### src/rtl/uart_pkg.sv
// Shared constants and FSM state type for the UART transmit arbiter.
// Pure declarations: no logic, no latency, no flow control.
package uart_pkg;

    localparam int BAUD_END_DEF = 5207;
    localparam int BAUD_END_SIM = 56;
    localparam int FRAME_BITS   = 10;

    typedef enum logic [1:0] {
        IDLE = 2'd0,
        TRIG = 2'd1,
        WAIT = 2'd2
    } arb_state_e;

endpackage

### src/rtl/uart_tx_arb_if.sv
// Producer-side request/ack bundle and transmitter-side trigger/data for uart_tx_arb.
// Level requests in, one-cycle acks out; ack is the only backpressure a producer sees.
interface uart_tx_arb_if #(
    parameter int NUM_REQ = 4,
    parameter int IDW     = $clog2(NUM_REQ)
);
    logic [NUM_REQ-1:0]   req;
    logic [8*NUM_REQ-1:0] req_data;
    logic [NUM_REQ-1:0]   req_ack;
    logic                 tx_trig;
    logic [7:0]           uart_tx;
    logic                 busy;
    logic [IDW-1:0]       grant_id;

    modport master (
        output req, req_data,
        input  req_ack, tx_trig, uart_tx, busy, grant_id
    );

    modport slave (
        input  req, req_data,
        output req_ack, tx_trig, uart_tx, busy, grant_id
    );
endinterface

### src/rtl/rr_pick.sv
// Combinational round-robin winner select starting at rr_ptr_i; zero latency.
// UART_TX_ARB_PRIO_EN: requester 0 always wins when requesting, others rotate.
module rr_pick #(
    parameter int NUM_REQ = 4,
    parameter int IDW     = $clog2(NUM_REQ)
) (
    input  logic [NUM_REQ-1:0] req_i,
    input  logic [IDW-1:0]     rr_ptr_i,
    output logic               any_req_o,
    output logic [IDW-1:0]     winner_o
);

    logic [NUM_REQ-1:0] scan_req;
    logic               hi_found;
    logic [IDW-1:0]     hi_idx;
    logic [IDW-1:0]     lo_idx;

    always_comb begin
        scan_req = req_i;
`ifdef UART_TX_ARB_PRIO_EN
        scan_req[0] = 1'b0;
`endif
        hi_found = 1'b0;
        hi_idx   = '0;
        lo_idx   = '0;
        // Descending scan: the last hit is the lowest index, both overall and at/above rr_ptr.
        for (int i = NUM_REQ - 1; i >= 0; i--) begin
            if (scan_req[i]) begin
                lo_idx = IDW'(i);
                if (i >= int'(rr_ptr_i)) begin
                    hi_idx   = IDW'(i);
                    hi_found = 1'b1;
                end
            end
        end
        any_req_o = |req_i;
        winner_o  = hi_found ? hi_idx : lo_idx;
`ifdef UART_TX_ARB_PRIO_EN
        if (req_i[0]) begin
            winner_o = '0;
        end
`endif
    end

endmodule

### src/rtl/uart_tx_arb.sv
// Round-robin arbiter sharing one 8N1 transmitter: capture->tx_trig 1 clk, then FRAME_CYC hold-off.
// Producers wait with req held until ack; build with UART_TX_ARB_PRIO_EN for requester-0 priority.
module uart_tx_arb
    import uart_pkg::*;
#(
    parameter int NUM_REQ   = 4,
    parameter int BAUD_END  = BAUD_END_DEF,
    parameter int FRAME_CYC = (BAUD_END + 1) * FRAME_BITS,
    parameter int IDW       = $clog2(NUM_REQ)
) (
    input  logic         sclk,
    input  logic         s_rst,
    uart_tx_arb_if.slave bus
);

    localparam int FC_W = $clog2(FRAME_CYC);

    arb_state_e         state_q,     state_d;
    logic [NUM_REQ-1:0] req_ack_q,   req_ack_d;
    logic               tx_trig_q,   tx_trig_d;
    logic [7:0]         uart_tx_q,   uart_tx_d;
    logic               busy_q,      busy_d;
    logic [IDW-1:0]     grant_id_q,  grant_id_d;
    logic [IDW-1:0]     rr_ptr_q,    rr_ptr_d;
    logic [FC_W-1:0]    frame_cnt_q, frame_cnt_d;

    logic               any_req;
    logic [IDW-1:0]     winner;
    logic [7:0]         win_byte;

    rr_pick #(
        .NUM_REQ (NUM_REQ),
        .IDW     (IDW)
    ) u_pick (
        .req_i     (bus.req),
        .rr_ptr_i  (rr_ptr_q),
        .any_req_o (any_req),
        .winner_o  (winner)
    );

    always_comb begin
        win_byte = '0;
        for (int i = 0; i < NUM_REQ; i++) begin
            if (winner == IDW'(i)) begin
                win_byte = bus.req_data[8*i +: 8];
            end
        end
    end

    always_ff @(posedge sclk) begin
        if (s_rst) begin
            state_q     <= IDLE;
            req_ack_q   <= '0;
            tx_trig_q   <= 1'b0;
            uart_tx_q   <= '0;
            busy_q      <= 1'b0;
            grant_id_q  <= '0;
            rr_ptr_q    <= '0;
            frame_cnt_q <= '0;
        end else begin
            state_q     <= state_d;
            req_ack_q   <= req_ack_d;
            tx_trig_q   <= tx_trig_d;
            uart_tx_q   <= uart_tx_d;
            busy_q      <= busy_d;
            grant_id_q  <= grant_id_d;
            rr_ptr_q    <= rr_ptr_d;
            frame_cnt_q <= frame_cnt_d;
        end
    end

    always_comb begin
        state_d     = state_q;
        req_ack_d   = '0;
        tx_trig_d   = 1'b0;
        uart_tx_d   = uart_tx_q;
        busy_d      = busy_q;
        grant_id_d  = grant_id_q;
        rr_ptr_d    = rr_ptr_q;
        frame_cnt_d = frame_cnt_q;
        unique case (state_q)
            IDLE: begin
                if (any_req) begin
                    uart_tx_d         = win_byte;
                    req_ack_d[winner] = 1'b1;
                    grant_id_d        = winner;
                    busy_d            = 1'b1;
                    state_d           = TRIG;
                end
            end
            TRIG: begin
                // Outputs are registered, so the trigger pulse lands one clock after the ack.
                tx_trig_d   = 1'b1;
                frame_cnt_d = '0;
                state_d     = WAIT;
`ifdef UART_TX_ARB_PRIO_EN
                if (grant_id_q == IDW'(NUM_REQ - 1)) begin
                    rr_ptr_d = IDW'(1);
                end else if (grant_id_q != '0) begin
                    rr_ptr_d = grant_id_q + 1'b1;
                end
`else
                if (grant_id_q == IDW'(NUM_REQ - 1)) begin
                    rr_ptr_d = '0;
                end else begin
                    rr_ptr_d = grant_id_q + 1'b1;
                end
`endif
            end
            WAIT: begin
                if (frame_cnt_q == FC_W'(FRAME_CYC - 1)) begin
                    busy_d  = 1'b0;
                    state_d = IDLE;
                end else begin
                    frame_cnt_d = frame_cnt_q + 1'b1;
                end
            end
            default: begin
                state_d = IDLE;
            end
        endcase
    end

    assign bus.req_ack  = req_ack_q;
    assign bus.tx_trig  = tx_trig_q;
    assign bus.uart_tx  = uart_tx_q;
    assign bus.busy     = busy_q;
    assign bus.grant_id = grant_id_q;

endmodule

### src/flat_wrapper.sv
// flat-port wrapper written by rule: the top's interface ports become plain ports
module uart_tx_arb_flat import uart_pkg::*;
#(
    parameter int NUM_REQ   = 4,
    parameter int BAUD_END  = BAUD_END_DEF,
    parameter int FRAME_CYC = (BAUD_END + 1) * FRAME_BITS,
    parameter int IDW       = $clog2(NUM_REQ)
)
  (sclk, s_rst, bus_req, bus_req_data, bus_req_ack, bus_tx_trig, bus_uart_tx, bus_busy, bus_grant_id);
  uart_tx_arb_if #(.NUM_REQ(NUM_REQ), .IDW(IDW)) bus_i ();
  input  logic sclk;
  input  logic s_rst;
  input wire logic [$bits(bus_i.req)-1:0] bus_req;
  input wire logic [$bits(bus_i.req_data)-1:0] bus_req_data;
  output wire logic [$bits(bus_i.req_ack)-1:0] bus_req_ack;
  output wire logic [$bits(bus_i.tx_trig)-1:0] bus_tx_trig;
  output wire logic [$bits(bus_i.uart_tx)-1:0] bus_uart_tx;
  output wire logic [$bits(bus_i.busy)-1:0] bus_busy;
  output wire logic [$bits(bus_i.grant_id)-1:0] bus_grant_id;
  assign bus_i.req = bus_req;
  assign bus_i.req_data = bus_req_data;
  assign bus_req_ack = bus_i.req_ack;
  assign bus_tx_trig = bus_i.tx_trig;
  assign bus_uart_tx = bus_i.uart_tx;
  assign bus_busy = bus_i.busy;
  assign bus_grant_id = bus_i.grant_id;
  uart_tx_arb #(.NUM_REQ(NUM_REQ), .BAUD_END(BAUD_END), .FRAME_CYC(FRAME_CYC), .IDW(IDW)) u_core (.sclk(sclk), .s_rst(s_rst), .bus(bus_i));
endmodule
### config.mk
export PLATFORM = sky130hd
export DESIGN_NAME = uart_tx_arb_flat
export DESIGN_NICKNAME = d
export VERILOG_FILES = /design/src/rtl/uart_pkg.sv /design/src/rtl/uart_tx_arb_if.sv /design/src/rtl/rr_pick.sv /design/src/rtl/uart_tx_arb.sv /design/src/flat_wrapper.sv
export SDC_FILE = /design/constraint.sdc
export NUM_CORES = 1
export LEC_CHECK = 0
export ABC_AREA = 1
export CAP_MARGIN = 20
export CORE_UTILIZATION = 28
export CTS_CLUSTER_DIAMETER = 200
export DETAILED_ROUTE_END_ITERATION = 10
export GPL_TIMING_DRIVEN = 0
export SLEW_MARGIN = 20
export SYNTH_ARGS = -nofsm -noshare
export SYNTH_HDL_FRONTEND = slang
export SYNTH_SLANG_ARGS = --single-unit
### constraint.sdc
create_clock -name sclk -period 2.7 [get_ports sclk]
set_input_delay 0.675 -clock sclk [delete_from_list [all_inputs] [get_ports sclk]]
set_output_delay 0.675 -clock sclk [all_outputs]
set_load 0.02 [all_outputs]
# Yosys cells after proc, flatten, opt, wreduce, memory -nomap -nowiden
# Index checks and enable logic that the tools add are counted.
totals:
  word_cells: 72
  register_bits: 36
  output_inout_bits: 16
classes:
  n_reduce_logical: 11
  n_bitwise: 2
  mux: 34
  n_eq_ne: 10
  addsub: 2
  order_cmp: 5
ops:
  columns: ["cell", "n"]
  rows:
  - ["8-bit 2-to-1 mux", 4]
  - ["16-bit one-hot mux with 2 select lines", 1]
  - ["2-bit 2-to-1 mux", 14]
  - ["16-bit by 1-bit adder with 16-bit output (second input constant)", 1]
  - ["16-bit == test (second input constant)", 1]
  - ["16-bit 2-to-1 mux", 1]
  - ["1-bit 2-to-1 mux", 11]
  - ["2-bit == test (second input constant)", 4]
  - ["2-bit one-hot mux with 3 select lines", 1]
  - ["2-bit AND reduction", 3]
  - ["2-bit by 1-bit == test with 1-bit output (second input constant)", 2]
  - ["1-bit by 2-bit greater-or-equal comparator with 1-bit output (first input constant)", 2]
  - ["2-bit logical NOT", 2]
  - ["2-bit by 1-bit != test with 1-bit output (second input constant)", 2]
  - ["2-bit nonzero test", 2]
  - ["4-bit OR reduction", 1]
  - ["2-bit by 3-bit less-than comparator with 1-bit output (second input constant)", 1]
  - ["3-bit AND reduction", 1]
  - ["3-bit OR reduction", 1]
  - ["2-bit by 1-bit adder with 2-bit output (second input constant)", 1]
  - ["1-bit demux with 2-bit select", 1]
  - ["2-bit by 1-bit greater-or-equal comparator with 1-bit output (second input constant)", 1]
  - ["2-bit greater-or-equal comparator (first input constant)", 1]
  - ["2-bit != test (second input constant)", 1]
  - ["other kinds (3)", 4]

# Logic depth before layout (Yosys ltp)
# Gate-level depths: netlist (run 1).
logic_depth:
  ltp_word: 13
  mapped_depth: 12
  ltp_nobuf: 12

# Hierarchy
# Synthesis (run 1) repeated with hierarchy kept, for this count alone.
unflattened:
  cells_unflattened: 274
  hier_area_um2: 1909.3
modules_own_cells:
  columns: ["module", "seq_area_each_um2", "n_inst", "cells_per_inst", "area_each_um2"]
  rows:
  - ["uart_tx_arb", 720.7, 1, 253, 1825.5]
  - ["rr_pick", 0.0, 1, 21, 83.8]

# Worst setup path after synthesis (run 1)
# Ideal clock, no wire load.
synth_path:
  path_type: "in2reg"
  from: "input bus_req[1]"
  to: "register u_core.uart_tx_q[6], in the netlist u_core.bus.uart_tx[6]"
  slack_ps: 1056
  t_arrival_ps: 1508
  setup_time_ps: 137
  required_time_ps: 2563
  stages: 10
  cell_sequence: "inv_1 -> nor2_1 -> inv_1 -> nand2_1 -> buf_4 -> nand3_2 -> o21ai_0 -> inv_1 -> o21ai_0 -> a21oi_1"
synth_between:
  elab_chain_cells: 9
  elab_cells_between_ends: 19
  cone_classes: "eq/ne: 3; mux: 13; reduce/logical: 3"
synth_rtl:
  columns: ["element", "line", "rtl"]
  rows:
  - ["start, declared", "flat_wrapper.sv:13", "input wire logic [$bits(bus_i.req)-1:0] bus_req;"]
  - ["2-bit 2-to-1 mux / 1-bit 2-to-1 mux (equally long branches)", "rr_pick.sv:28", "if (scan_req[i]) begin"]
  - ["2-bit 2-to-1 mux / 1-bit 2-to-1 mux (equally long branches)", "rr_pick.sv:30", "if (i >= int'(rr_ptr_i)) begin"]
  - ["2-bit 2-to-1 mux / 1-bit 2-to-1 mux (equally long branches)", "rr_pick.sv:28", null]
  - ["2-bit 2-to-1 mux", "rr_pick.sv:37", "winner_o = hi_found ? hi_idx : lo_idx;"]
  - ["2-bit logical NOT", "uart_tx_arb.sv:44", "if (winner == IDW'(i)) begin"]
  - ["8-bit 2-to-1 mux (4 in a row)", "uart_tx_arb.sv:44", null]
  - ["end signal, assigned", "uart_tx_arb.sv:64", "uart_tx_q <= uart_tx_d;"]
  - ["end, declared", "uart_tx_arb.sv:21", "logic [7:0] uart_tx_q, uart_tx_d;"]
# Parallel ways exist; a longest one is shown, timed or not.
# A chain may end at the register's enable or synchronous reset.

# Final worst setup path (run 1)
# Ends and elaborated chain as after synthesis.

==> metrics.cfg, run 1 <==
[clock_network]
worstSkewPairLatency_ps = 280
post_cts_buffers = 0
cts_tree = built
clk_pin_slew_ps = 80
hold_buffers = 0
cts_root_buffer = clkbuf_8
clkSinkCount = 36
h-tree-depth = 2
clockBufferDepth = 2
ctsResizeCount = 0
numCtsBuffers = 5

[global_routing]
gr-total-overflow = 0
track_usage = 0.148
antenna_found_initial = 0
grt_pass1_wl_um = 8740
grt_pass1_vias = 1863
grt_max_degree = 12

[setup_path]
cp_max_fo = 10
crit_slowest_cell = clkdlybuf4s50_1
worstSetupStartpointType = input port
cp_common_cell = inv_1
path_delay_family = buffers and inverters
worst-r2r-cell-count = 11
critical_path_buf_inv_count = 5
slowest_delay_ps = 500
endpoint_kind = flop
cp.depth = 11
crit_chain = clkdlybuf4s50_1 > inv_1 > nor2_1 > inv_1 > nand2_1 > buf_4 > nand3_2 > o21ai_0 > inv_1 > o21ai_0 > a21oi_1
path_class = input port to flop
arrival_ps = 2240
required_ps = 2850

[timing]
drv_slew = 0
worst_slew_pin_slew_ps = 595
finalHoldViolCount = 0
holdWs_ps = 470
rsz0062_at_grt = no
setup-tns-final_ps = 0
fin_crit_ps = 2090
setup_viol = 0
fin_crit_sh = 0.773
slew_headroom = 0.603
fmax_mhz = 479
skew_ps = 8.36

[pwr]
vdd_drop_max_uv = 246
pwr_density_cell_mw_per_mm2 = 543
p_leak_uw = 0.00104

[yosys]
syn_inst = 296
netlist_top_cells_area = dfxtp_1 (37%), nand2_1 (15%), nand3_1 (7.2%), nor2_1 (6.0%), a21oi_1 (5.4%)
yosysTopAreaCell = dfxtp_1
synth_fp_nets = 336
ys_types = 31
yosysSeqAreaShare = 0.369
synth-seq-cells = 36
netlist_area_sq_mm = 0.00195
ys_warn_count = 0
synth_top_area_frac = 0.369
synth.avg_cell_area_sq_um = 6.60

[layout]
final_common_cell = nand2_1
layout_common_cells = nand2_1 (78), clkdlybuf4s50_1 (53), dfxtp_1 (36)
drive_gt1_frac = 0.0980
num_antenna_cells = 0
area_delta_synth_final_pct = 37.8
final_cells = 437
fin_nets = 396

[detailed_routing]
via_per_inst = 4.76
vias = 2081
wl_per_cell_um = 12.0
met3_length_um = 264
antenna_left = 0
wl_um = 5270
m1WireLength_um = 2510
dr.pass1.iters = 4
dr_wl_met2_um = 2430
drc = 0
top_layer_used = met4
drt_iter0_drc = 110

[floorplanning]
start_util = 0.289
die_x_um = 85.5
die-area_sq_mm = 0.00732
core_area_sq_mm = 0.00676
die_h_um = 85.5
ioPinCount = 54
fp-row-count = 30

[placement]
io_buffers = 53
place_hpwl_um = 4070
post-place-cells = 429
gp_congestion = 0.892

[worst_hold_path]
min_delay_path_depth = 2
worst_hold_path_type = flop to flop

[outcome]
outcome = complete, no violations

[job]
drv_cap = 0

## cells by family (layout without fill, tap and decap cells)
family / Yosys count / after routing / synth area share
simple gates: 170 / 170 / 0.399
compound gates: 46 / 46 / 0.128
buf+inv: 41 / 102 / 0.0864
flops: 36 / 36 / 0.369
fa+ha+maj: 2 / 2 / 0.0128
xor+xnor: 1 / 1 / 0.00448
## final timing paths
check | start | to | slack, ps
min | u_core.bus.uart_tx[6]$_SDFFE_PP0P_ | u_core.bus.uart_tx[6]$_SDFFE_PP0P_ | 470
min reg2reg | u_core.bus.uart_tx[6]$_SDFFE_PP0P_ | u_core.bus.uart_tx[6]$_SDFFE_PP0P_ | 470
max | bus_req[1] | u_core.bus.uart_tx[6]$_SDFFE_PP0P_ | 610
max reg2reg | u_core.frame_cnt_q[0]$_SDFFE_PP0P_ | u_core.frame_cnt_q[14]$_SDFFE_PP0P_ | 970
## report_power, final
part	leakage, uW	switching [uW]	internal [uW]
clock	0.0000552	191	274
sequential	0.000294	24.9	572
combinational	0.000695	226	173
total	0.00104	442	1020
## cell type report
cell class | count | area, sq um
fill | 717 | 4060
multi-input combinational | 219 | 1060
sequential | 36 | 721
timing repair buffer | 53 | 531
inverter | 35 | 136
tap | 80 | 100
clock buffer | 6 | 72.6
clock inverter | 2 | 35.0
buffer | 6 | 32.5
## per-layer routing
layer | global-route usage | up-vias
met5 | 0 | -
met4 | 0.0409 | 0
met3 | 0.0173 | 9
met2 | 0.232 | 56
met1 | 0.214 | 928
li1 | - | 1088
## cell usage after synthesis
master,n
a21oi_2,3
nand3_2,1
nor4_1,1
xor2_1,1
o21ai_0,18
nand2_4,2
and3_1,1
clkinv_4,1
buf_2,2
o22ai_1,1
dfxtp_1,36
ha_1,2
buf_4,2
clkbuf_1,2
a22oi_1,1
inv_1,28
inv_2,6
nor2_4,2
nor2_1,31
nor3_2,3
a31oi_1,1
or2_2,2
nand2_1,78
nor3_1,9
nand3_1,28
o41ai_1,1
a21oi_1,21
nand3b_1,1
or2_1,1
nand2_2,4
nand4_1,6
## state kept, by name, indices dropped and copies added (netlist names)
name and flops:
u_core.bus.grant_id 2, u_core.frame_cnt_q 16, u_core.bus.tx_trig 1, u_core.bus.req_ack 4, u_core.bus.uart_tx 8, u_core.rr_ptr_q 2
u_core.bus.busy 1, u_core.state_q 2
## tightest hold or removal path, cell delays in order, from the launching register on
cell and delay [ps]:
dfxtp_1 320, nand2_1 60, a21oi_1 50
## per-stage QoR
stage / setup slack (ps) / area (sq um) / power (uW) / utilization
final: 613 / 2690 / 1460 / 0.399
after global routing: 393 / 2690 / 1540 / 0.399
after CTS: 585 / 2690 / 1480 / 0.399
after detailed placement: 288 / 2580 / 1010 / 0.383
after global placement: 289 / 2580 / 1010 / 0.383
after floorplan: 1060 / 1950 / 834 / -
(Power assumes the default switching activity.)
==> run 2, diff against run 1 <==
==> constraint.sdc (replaced) <==
create_clock -name sclk -period 2.1 [get_ports sclk]
set_input_delay 0.525 -clock sclk [delete_from_list [all_inputs] [get_ports sclk]]
set_output_delay 0.525 -clock sclk [all_outputs]
set_load 0.02 [all_outputs]
==> metrics.cfg, run 2 (synthesized netlist as in run 1, its figures left out) <==
[pwr]
p_comb_frac = 0.275  ; +0.002
power_switching_uw = 571  ; +29%
clkPwrFrac = 0.318  ; about the same
p_int_uw = 1310  ; +29%
pwr_density_cell_mw_per_mm2 = 697  ; +29%
p_leak_uw = 0.00104  ; about the same
swShare = 0.304  ; +0.000798
share_seq_of_total_power = 0.407  ; about the same
vdd_drop_max_uv = 317  ; +29%

[layout]
layout_common_cells = nand2_1 (78), clkdlybuf4s50_1 (53), dfxtp_1 (36)
num_antenna_cells = 0  ; unchanged
top_register = u_core.frame_cnt_q
fin_nets = 396  ; unchanged
final_common_cell = nand2_1
drive_gt1_frac = 0.0980  ; unchanged
area_delta_synth_final_pct = 38.2
final_cells = 437  ; unchanged
largest_reg_flops = 16  ; unchanged

[clock_network]
hold_buffers = 0  ; unchanged
clockBufferDepth = 2  ; unchanged
post_cts_buffers = 0  ; unchanged
cts_tree = built
h-tree-depth = 2  ; unchanged
cts_root_buffer = clkbuf_8
clkSinkCount = 36  ; unchanged
worstSkewPairLatency_ps = 280  ; about the same
clk_pin_slew_ps = 80  ; about the same
numCtsBuffers = 5  ; unchanged

[setup_path]
arrival_ps = 2070  ; -170 ps
critical_path_buf_inv_count = 3  ; -2
slowest_delay_ps = 520  ; +20 ps
crit_chain = clkdlybuf4s50_1 > clkbuf_1 > clkbuf_1 > nor2_1
endpoint = u_core.state_q[1]$_SDFFE_PP0P_
path_delay_family = buffers and inverters
worstSetupStartpointType = input port
cp_common_cell = clkbuf_1
path_class = input port to flop
cp_max_fo = 10  ; unchanged
reg2reg_to = u_core.frame_cnt_q[14]$_SDFFE_PP0P_
endpoint_kind = flop
worst-r2r-cell-count = 11  ; unchanged
r2r_slack_ps = 370  ; -600 ps
r2r-start = u_core.frame_cnt_q[0]$_SDFFE_PP0P_
crit_slowest_cell = clkbuf_1
cp.depth = 4  ; -7
required_ps = 2260  ; -590 ps
crit_path_start = s_rst

[timing]
worst_slew_pin_slew_ps = 594  ; -1.76 ps
postLayoutSetupSlackWorst_ps = 186  ; -427 ps
finalHoldViolCount = 0  ; unchanged
slew_headroom = 0.604  ; +0.00117
setup_viol = 0  ; unchanged
fin_crit_sh = 0.911
drv_slew = 0  ; unchanged
holdWs_ps = 469  ; -0.605 ps
skew_ps = 8.37  ; +0.0158 ps
fin_crit_ps = 1910
fmax_mhz = 522

[global_routing]
antenna_found_initial = 0  ; unchanged
grt_max_degree = 12  ; unchanged
track_usage = 0.148  ; unchanged
grt_pass1_wl_um = 8740  ; unchanged
gr-total-overflow = 0  ; unchanged
grt_pass1_vias = 1863  ; unchanged

[placement]
io_buffers = 53  ; unchanged
place_hpwl_um = 4070  ; unchanged
gp_congestion = 0.892  ; unchanged
post-place-cells = 429  ; unchanged
post-place-ws_ps = -162  ; -450 ps

[detailed_routing]
drt_iter0_drc = 111  ; +0.91%
vias = 2061  ; -0.96%
antenna_left = 0  ; unchanged
dr.pass1.iters = 4  ; unchanged
drc = 0  ; unchanged
wl_per_cell_um = 12.0  ; -0.32%
wl_um = 5250  ; -0.32%
via_per_inst = 4.72  ; -0.96%

[worst_hold_path]
worst_hold_path_type = flop to flop
worstHoldStart = u_core.bus.uart_tx[2]$_SDFFE_PP0P_

[floorplanning]
core_area_sq_mm = 0.00676  ; unchanged
start_util = 0.289  ; unchanged
die_h_um = 85.5  ; unchanged
fp-row-count = 30  ; unchanged
die_x_um = 85.5  ; unchanged
ioPinCount = 54  ; unchanged
die-area_sq_mm = 0.00732  ; unchanged

[job]
drv_cap = 0  ; unchanged

[outcome]
outcome = complete, no violations

## run 2: cell counts in the layout (fill, tap and decap cells not counted)
No cell type changed its count.
## run 2: layer usage
layer  share of wire  vias up  wire (um)  global-route usage
met5               0        -          0                   0
met4          0.0091        0         48              0.0409
met3           0.040        5        211              0.0173
met2            0.46       51       2410               0.232
met1            0.49      920       2580               0.214
li1                -     1085          -                   -
## run 2: how the worst min path moves through the flow
stage / endpoint / slack [ps] / cells past startpoint
after global placement: u_core.bus.uart_tx[1]$_SDFFE_PP0P_ / 450 / 2
final: u_core.bus.uart_tx[2]$_SDFFE_PP0P_ / 470 / 2
after global routing: u_core.bus.uart_tx[7]$_SDFFE_PP0P_ / 490 / 2
after detailed placement: u_core.bus.uart_tx[2]$_SDFFE_PP0P_ / 460 / 2
after CTS: u_core.bus.uart_tx[2]$_SDFFE_PP0P_ / 470 / 2
after floorplan: u_core.rr_ptr_q[0]$_SDFFE_PP0P_ / 450 / 2
## run 2: timing repair
| action | 4_1_cts | 5_1_grt |
|---|---|---|
| gates resized for setup | 0 | 2 |
| endpoints found under the setup margin | 0 | 6 |
| hold endpoints to repair | 0 | 0 |
## run 2: tightest hold or removal path: stages, from the launching register on
cell and delay (ps):
dfxtp_1 310, nand2_1 60, a21oi_1 50
## run 2: metrics by stage
step | setup TNS [ps] | total power [uW] | util | cell area [sq um]
floorplan | 0 | 1070 | - | 1950
CTS | 0 | 1900 | 0.399 | 2690
global route | -5.31 | 1990 | 0.400 | 2700
detailed placement | -1370 | 1300 | 0.383 | 2580
finish | 0 | 1880 | 0.400 | 2700
global placement | -1430 | 1300 | 0.383 | 2580
## run 2: power groups by stage
stage               clock, uW  combinational [uW]  sequential, uW
floorplan                   0                 244             828
global placement            0                 515             782
detailed placement          0                 517             783
CTS                       616                 519             768
global route              645                 571             774
finish                    598                 518             767
## run 2: cell type report
cell class	count	area (sq um)
clock buffers	6	72.6
plain buffers	6	32.5
clock inverters	2	35.0
repair buffers	53	531
multi-input cells	219	1070
inverters	35	136
flip-flops and latches	36	721
well taps	80	100
fillers	717	4060
